==> src/rtl/seg_pkg.sv <==
// seg_pkg: shared seven-segment pattern type, bit positions and hex glyph table.
package seg_pkg;
    typedef logic [7:0] seg_t;
    localparam int SEG_A  = 7;
    localparam int SEG_B  = 6;
    localparam int SEG_C  = 5;
    localparam int SEG_D  = 4;
    localparam int SEG_E  = 3;
    localparam int SEG_F  = 2;
    localparam int SEG_G  = 1;
    localparam int SEG_DP = 0;
    localparam seg_t SEG_BLANK = 8'h00;
    localparam seg_t HEX_TABLE [16] = '{
        8'hFC, 8'h60, 8'hDA, 8'hF2, 8'h66, 8'hB6, 8'hBE, 8'hE0,
        8'hFE, 8'hF6, 8'hEE, 8'h3E, 8'h9C, 8'h7A, 8'h9E, 8'h8E
    };
endpackage

==> src/rtl/seg_decode.sv <==
// seg_decode: hex nibble to A..G pattern, decimal point always clear.
module seg_decode
    import seg_pkg::*;
(
    input  logic [3:0] nibble,
    output seg_t       pattern
);
    assign pattern = HEX_TABLE[nibble] & ~(seg_t'(1) << SEG_DP);
endmodule

==> src/rtl/seg_scan_driver.sv <==
// seg_scan_driver: double-buffered, time-multiplexed seven-segment scanner.
module seg_scan_driver
    import seg_pkg::*;
#(
    parameter int NUM_DIGITS     = 4,
    parameter int CLK_DIV        = 50000,
    parameter int DEAD_CYCLES    = 2,
    parameter int SEG_ACTIVE_LOW = 1,
    parameter int AN_ACTIVE_LOW  = 1,
    parameter int BLANK_LEADING  = 1
) (
    input  logic                    clk,
    input  logic                    rst,
    input  logic                    load,
    input  logic [4*NUM_DIGITS-1:0] value,
    input  logic [NUM_DIGITS-1:0]   dp_mask,
    input  logic [NUM_DIGITS-1:0]   digit_en,
    output logic [7:0]              segments,
    output logic [NUM_DIGITS-1:0]   anodes,
    output logic                    frame_done,
    output logic                    pending
);
    localparam int IW = NUM_DIGITS > 1 ? $clog2(NUM_DIGITS) : 1;
    localparam int PW = $clog2(CLK_DIV);

    logic [PW-1:0]           presc;
    logic [IW-1:0]           idx;
    logic [4*NUM_DIGITS-1:0] stg_value, shd_value;
    logic [NUM_DIGITS-1:0]   stg_dp, shd_dp, stg_en, shd_en;
    logic [NUM_DIGITS-1:0]   onehot, an_next, an_q;
    logic                    slot_end, wrap, dead, dp_bit, en_bit, lead;
    logic [3:0]              nib;
    seg_t                    dec, seg_next, seg_q;

    assign slot_end   = presc == PW'(CLK_DIV - 1);
    assign wrap       = slot_end && idx == IW'(NUM_DIGITS - 1);
    assign frame_done = wrap;

    always_ff @(posedge clk or posedge rst) begin
        if (rst) begin
            presc <= '0;
            idx   <= '0;
        end else begin
            presc <= slot_end ? '0 : presc + 1'b1;
            if (slot_end)
                idx <= idx == IW'(NUM_DIGITS - 1) ? '0 : idx + 1'b1;
        end
    end

    // Shadow only moves at the frame wrap; a load on that very cycle bypasses staging.
    always_ff @(posedge clk or posedge rst) begin
        if (rst) begin
            stg_value <= '0;
            stg_dp    <= '0;
            stg_en    <= '0;
            shd_value <= '0;
            shd_dp    <= '0;
            shd_en    <= '0;
            pending   <= 1'b0;
        end else begin
            if (load)
                {stg_value, stg_dp, stg_en} <= {value, dp_mask, digit_en};
            if (wrap && (pending || load))
                {shd_value, shd_dp, shd_en} <= load ? {value, dp_mask, digit_en}
                                                    : {stg_value, stg_dp, stg_en};
            pending <= wrap ? 1'b0 : (pending || load);
        end
    end

    seg_decode u_decode (
        .nibble  (nib),
        .pattern (dec)
    );

    always_comb begin
        onehot   = NUM_DIGITS'(1) << idx;
        nib      = 4'(shd_value >> {idx, 2'b00});
        dp_bit   = |(shd_dp & onehot);
        en_bit   = |(shd_en & onehot);
        lead     = BLANK_LEADING != 0 && idx != '0 && (shd_value >> {idx, 2'b00}) == '0;
        dead     = int'(presc) < DEAD_CYCLES;
        seg_next = !en_bit ? SEG_BLANK
                 : (lead ? SEG_BLANK : dec) | (seg_t'(dp_bit) << SEG_DP);
        an_next  = (dead || !en_bit) ? '0 : onehot;
    end

    always_ff @(posedge clk or posedge rst) begin
        if (rst) begin
            seg_q <= SEG_BLANK;
            an_q  <= '0;
        end else begin
            seg_q <= seg_next;
            an_q  <= an_next;
        end
    end

    assign segments = SEG_ACTIVE_LOW != 0 ? ~seg_q : seg_q;
    assign anodes   = AN_ACTIVE_LOW != 0 ? ~an_q : an_q;
endmodule
==> config.mk <==
export PLATFORM = sky130hd
export DESIGN_NAME = seg_scan_driver
export DESIGN_NICKNAME = d
export VERILOG_FILES = /design/src/rtl/seg_pkg.sv /design/src/rtl/seg_decode.sv /design/src/rtl/seg_scan_driver.sv
export SDC_FILE = /design/constraint.sdc
export NUM_CORES = 1
export LEC_CHECK = 0
export ABC_AREA = 1
export BUFFER_PORTS_ARGS = -buffer_cell sky130_fd_sc_hd__buf_2
export CORE_MARGIN = 5
export CORE_UTILIZATION = 60
export CTS_CLUSTER_DIAMETER = 80
export DETAILED_ROUTE_END_ITERATION = 8
export HOLD_SLACK_MARGIN = 0.1
export PLACE_DENSITY = 0.9
export SLEW_MARGIN = 10
export SYNTH_ARGS = -nofsm -noshare
export SYNTH_HDL_FRONTEND = slang
export SYNTH_HIERARCHICAL = 1
export SYNTH_SLANG_ARGS = --single-unit
==> constraint.sdc <==
create_clock -name clk -period 6.5 [get_ports clk]
set_input_delay 0.65 -clock clk [delete_from_list [all_inputs] [get_ports clk]]
set_output_delay 0.65 -clock clk [all_outputs]
set_load 0.1 [all_outputs]
==> results of run 1 <==
## power breakdown
group	total [µW]	internal [µW]	switching, µW
logic	44.3	13.8	30.5
registers	508	504	3.54
clock network	331	160	171
total	883	677	205
## how the worst max path moves through the flow
| stage | end | slack, ps | cells after the start |
|---|---|---|---|
| final | frame_done | 3770 | 8 |
| after global placement | frame_done | 4200 | 8 |
| after CTS | frame_done | 3750 | 8 |
| after global routing | frame_done | 3590 | 8 |
| after detailed placement | frame_done | 4130 | 8 |
| after floorplan | frame_done | 3530 | 7 |
## per-layer routing
layer | share of wire, % | global-route usage, % | routed length, µm
met3 | 3.7 | 4.50 | 274
met1 | 45 | 23.9 | 3280
met2 | 49 | 32.7 | 3610
met4 | 2.0 | 7.69 | 149
met5 | 0 | 0 | 0
## cell usage in the layout, fill, tap and decap left out, types with 5 or more instances in the layout
master,instances
nand2_1,179
dfrtp_1,79
inv_1,75
nor2_1,45
buf_2,40
nand3_1,21
o21ai_1,16
o21ai_0,12
ha_1,12
clkbuf_8,11
nor3_1,8
a21oi_1,5
xor2_1,5
## flip-flops by register name (all words and copies together), names as in the netlist
| name | count |
|---|---|
| stg_value | 16 |
| shd_en | 4 |
| stg_en | 4 |
| seg_q | 8 |
| shd_dp | 4 |
| shd_value | 16 |
| idx | 2 |
| stg_dp | 4 |
| presc | 16 |
| pending | 1 |
| an_q | 4 |
## kinds of logic after synthesis
family	Yosys count	synth area share (%)
xor+xnor	6	1.35
simple gates	265	27.5
compound gates	43	6.46
buf+inv	92	9.94
fa+ha+maj	12	3.86
other cells	1	0.0964
flops	79	50.8
## cell usage after synthesis (all sizes together) (2+ instances only)
| library cell | n | area [µm²] |
|---|---|---|
| clkbuf | 5 | 18.8 |
| inv | 77 | 289 |
| a22o | 2 | 17.5 |
| nand4 | 3 | 18.8 |
| nor3 | 8 | 40.0 |
| xor2 | 5 | 43.8 |
| a21oi | 5 | 25.0 |
| o21ai | 32 | 175 |
| nand3 | 22 | 115 |
| ha | 12 | 150 |
| buf | 10 | 78.8 |
| nor4 | 2 | 12.5 |
| nand2 | 181 | 684 |
| nor2 | 46 | 180 |
| or2 | 2 | 12.5 |
| dfrtp | 79 | 1980 |
## cell type report
| class | count | area, µm² | share of cell area (%) |
|---|---|---|---|
| sequential | 79 | 1980 | 46.1 |
| timing repair buffer | 42 | 215 | 5.02 |
| clock inverter | 4 | 30.0 | 0.700 |
| inverter | 77 | 289 | 6.74 |
| clock buffer | 12 | 155 | 3.62 |
| multi-input combinational | 327 | 1530 | 35.6 |
| tap | 77 | 96.3 | 2.25 |
## metrics by stage
stage               util [%]  power [µW]  setup WS [ps]  cell area [µm²]
finish                  68.0         883           3770             4290
global route            68.0         924           3590             4290
CTS                     68.0         891           3750             4290
detailed placement      65.0         563           4130             4110
global placement        65.0         561           4200             4110
floorplan                  -         546           3530             3890
## worst max-delay path: stages, from the launching register on
cell     delay, ps
dfrtp_1        370
ha_1           200
nand2_2        100
nor2_4         120
nand3_1         80
nor2_1         170
inv_1          140
nor2_1         120
buf_2          440
==> impl_metrics.toml, run 1 <==
[worst_setup_path]
worstReg2RegEnd = "seg_q[6]"
crit_path_max_fanout = 6
reg2reg_depth = 11
crit_path_end_kind = "primary output"
arrival_ps = 2080
r2r_slack_ps = 4230
r2r_start = "idx[0]"
crit_path_start_kind = "flop"
cp.required_ps = 5850
path_class = "flop to primary output"
crit_path_start = "presc[0]"

[die]
start_util_pct = 61.6
io_pins = 41
coreArea_um2 = 6310
die-area_um2 = 8200
die_w_um = 90.5
dieHeight_um = 90.5
rows = 29

[grt]
grt_pass1_wl_um = 13300
first_global_vias = 3121
grt_overflow = 0
grt_usage_pct = 19.4
grt_max_degree = 80
antenna_found_initial = 0

[hold_path]
min_path_cells = 1
worst_hold_path.endpoint = "presc[0]"
hp-class = "flop to flop"
min_from = "presc[0]"

[drt]
via_per_inst = 4.98
drt_pre_antenna_iters = 4
route.vias.total = 3079
ant_nets = 0
drt-initial-drc-count = 191
wire_per_inst_um = 11.8
totalWireLength_um = 7310
drc_errors = 0

[synth]
async_reset_ff_share_pct = 100
yosys_register_bits = 79
syn_area_per_cell_um2 = 7.81
synth_flop_cell = "dfrtp_1"
postSynthCellCount = 498
yosysSeqAreaShare_pct = 50.8
syn_nets = 537
syn_area_um2 = 3890
yosys.cell_types.count = 31
synthesis.yosys.warnings = 6
synth_edf_count = 0

[cts]
postCtsHoldBufs = 0
clock_path_buffers = 2
cts_sinks = 79
post_cts.repair.setup_buffers = 0
cts_buffers = 9
htreeDepth = 3
clkLatencyLatePin_ps = 340
cts_tree = "yes"
clkTransAtPathRegs_ps = 80
post_cts_resized = 0
root_buffer = "clkbuf_8"

[timing]
setup_tns_ps = 0
skew_ps = 11.0
drv_slew = 0
worstMarginPinSlew_ps = 963
hold_slack_ps = 464
finalHoldViolCount = 0
max_slew_margin_pct = 35.8
rsz0062_at_grt = "false"
period_share_pct = 42.0
finalSetupViolations = 0
period_needed_ps = 2730
fmax_mhz = 366

[pwr]
peakVddDrop_v = 0.000165
p_per_area_nw_per_um2 = 206
p_leak_uw = 0.00227

[run_status]
status = "completed"

[place]
dp_hpwl_um = 5350
routabilityCongestion = 0.895
port_buffers = 40
dp_cells = 602

[layout]
drive_above_1_share_pct = 12.8
syn_to_final_growth_pct = 10.3
final_cells = 618
n_fill_cell = 543
n_antenna_cell = 0
fin_nets = 575

[job]
max_cap_viol_count = 0
Note: power is estimated with default switching activity, not from simulation.
==> inputs of run 2 (changes only) <==
Settings changed: CORE_UTILIZATION 60 to 53, PLACE_DENSITY 0.9 to 0.85.
Clock period 6.5 ns to 2.4 ns, I/O delays scaled along.
==> impl_metrics.toml, run 2 (synthesized netlist as in run 1, its figures left out) <==
[timing]
max_slew_margin_pct = 54.6
finalHoldViolCount = 0
period_needed_ps = 2220
fmax_mhz = 451
finalSetupViolations = 0
drv_slew = 0
period_share_pct = 92.4
skew_ps = 8.62
rsz0062_at_grt = "false"
worstMarginPinSlew_ps = 680
setup_tns_ps = 0

[pwr]
clkPwrFrac_pct = 38.8
peakVddDrop_v = 0.000326
switchingPower_uw = 629
internal_power_uw = 1830
combPwrFrac_pct = 5.4
p_per_area_nw_per_um2 = 555
power_frac_seq_pct = 55.8
p_sw_share_pct = 25.5
p_leak_uw = 0.00233

[die]
rows = 31
die_w_um = 95.7
coreArea_um2 = 7210
die-area_um2 = 9160
io_pins = 41
dieHeight_um = 95.7
start_util_pct = 53.9

[drt]
route.vias.total = 3189
drt-initial-drc-count = 168
drt_pre_antenna_iters = 4
via_per_inst = 4.91
drc_errors = 0
ant_nets = 0
wire_per_inst_um = 12.2
totalWireLength_um = 7930

[hold_path]
min_from = "value[1]"
hp-class = "input pin to flop"

[place]
port_buffers = 40
dp_hpwl_um = 5700
routabilityCongestion = 0.908
place_area_um2 = 4160

[cts]
clkLatencyLatePin_ps = 360
clock_path_buffers = 2
cts_sinks = 79
post_cts.repair.setup_buffers = 0
root_buffer = "clkbuf_8"
cts_tree = "yes"
clkTransAtPathRegs_ps = 90
cts_buffers = 9
htreeDepth = 3

[grt]
grt_usage_pct = 19.3
grt_max_degree = 80
first_global_vias = 3138
grt_overflow = 0
grt_pass1_wl_um = 13800
antenna_found_initial = 0

[layout]
syn_to_final_growth_pct = 14.1
fin_nets = 585
n_antenna_cell = 0
layout_common_cells = "179 x nand2_1, 78 x dfrtp_1, 74 x inv_1"
layout_commonest_cell = "nand2_1"
reg_top3 = "presc (16), shd_value (16), stg_value (16)"
final_area_um2 = 4440
drive_above_1_share_pct = 13.6

[worst_setup_path]
arrival_ps = 1980
path_class = "flop to primary output"
crit_path_start = "presc[0]"
crit_path_end_kind = "primary output"
crit_path_start_kind = "flop"
cp.required_ps = 2160
crit_path_max_fanout = 6
r2r_start = "idx[0]"

[job]
max_cap_viol_count = 0

[run_status]
status = "completed"
[run 2: final cells by class]
class / instances / area [µm²]
clock buffer: 10 / 138
clock inverter: 6 / 50.0
fill: 662 / 2770
inverter: 77 / 293
multi-input combinational: 327 / 1530
sequential: 79 / 1980
tap: 99 / 124
timing repair buffer: 52 / 329
[run 2: final timing paths]
check | endpoint | slack [ps] | cells after the start
max | frame_done | 180 | 8
min | stg_value[1] | 110 | 3
max reg2reg | seg_q[4] | 320 | 13
min reg2reg | stg_dp[2] | 470 | 2
max in group asynchronous | idx[0] | 1540 | 4
min in group asynchronous | an_q[1] | 520 | 4
[run 2: metrics by stage]
stage	setup slack, ps	total power, µW	hold slack, ps	util [%]	instances
6_report	182	2460	107	61.6	650
5_1_grt	12.4	2570	117	61.6	650
4_1_cts	128	2490	100	61.4	650
3_5_place_dp	242	1530	366	57.7	626
3_3_place_gp	392	1520	362	57.7	626
2_1_floorplan	137	1480	372	-	498
[run 2: worst max-delay path, cell delays in order (launching register included)]
cell	delay, ps
dfrtp_1	390
ha_1	210
nand2_2	100
nor2_4	120
nand3_1	100
nor2_1	180
inv_1	170
nor2_2	130
buf_6	230
[run 2: power by group through the flow]
| stage | Combinational, µW | Clock (µW) | Sequential [µW] |
|---|---|---|---|
| final | 133 | 956 | 1370 |
| after global routing | 158 | 1030 | 1380 |
| after CTS | 138 | 980 | 1380 |
| after detailed placement | 127 | 0 | 1400 |
| after global placement | 124 | 0 | 1400 |
| after floorplan | 81.7 | 0 | 1400 |
[run 2: per-layer routing]
| layer | up-vias | GRT usage [%] | part of all wire, % |
|---|---|---|---|
| li1 | 1607 | - | - |
| met1 | 1493 | 24.0 | 43 |
| met2 | 74 | 32.9 | 51 |
| met3 | 15 | 4.42 | 4.2 |
| met4 | 0 | 6.75 | 1.6 |
| met5 | - | 0 | 0 |
[run 2: timing repair]
| item | 4_1_cts | 5_1_grt |
|---|---|---|
| endpoints found under the setup margin | 1 | 2 |
| hold buffers | 8 | 0 |
| gates resized for setup | 1 | 3 |
| endpoints found under the hold margin | 86 | 0 |
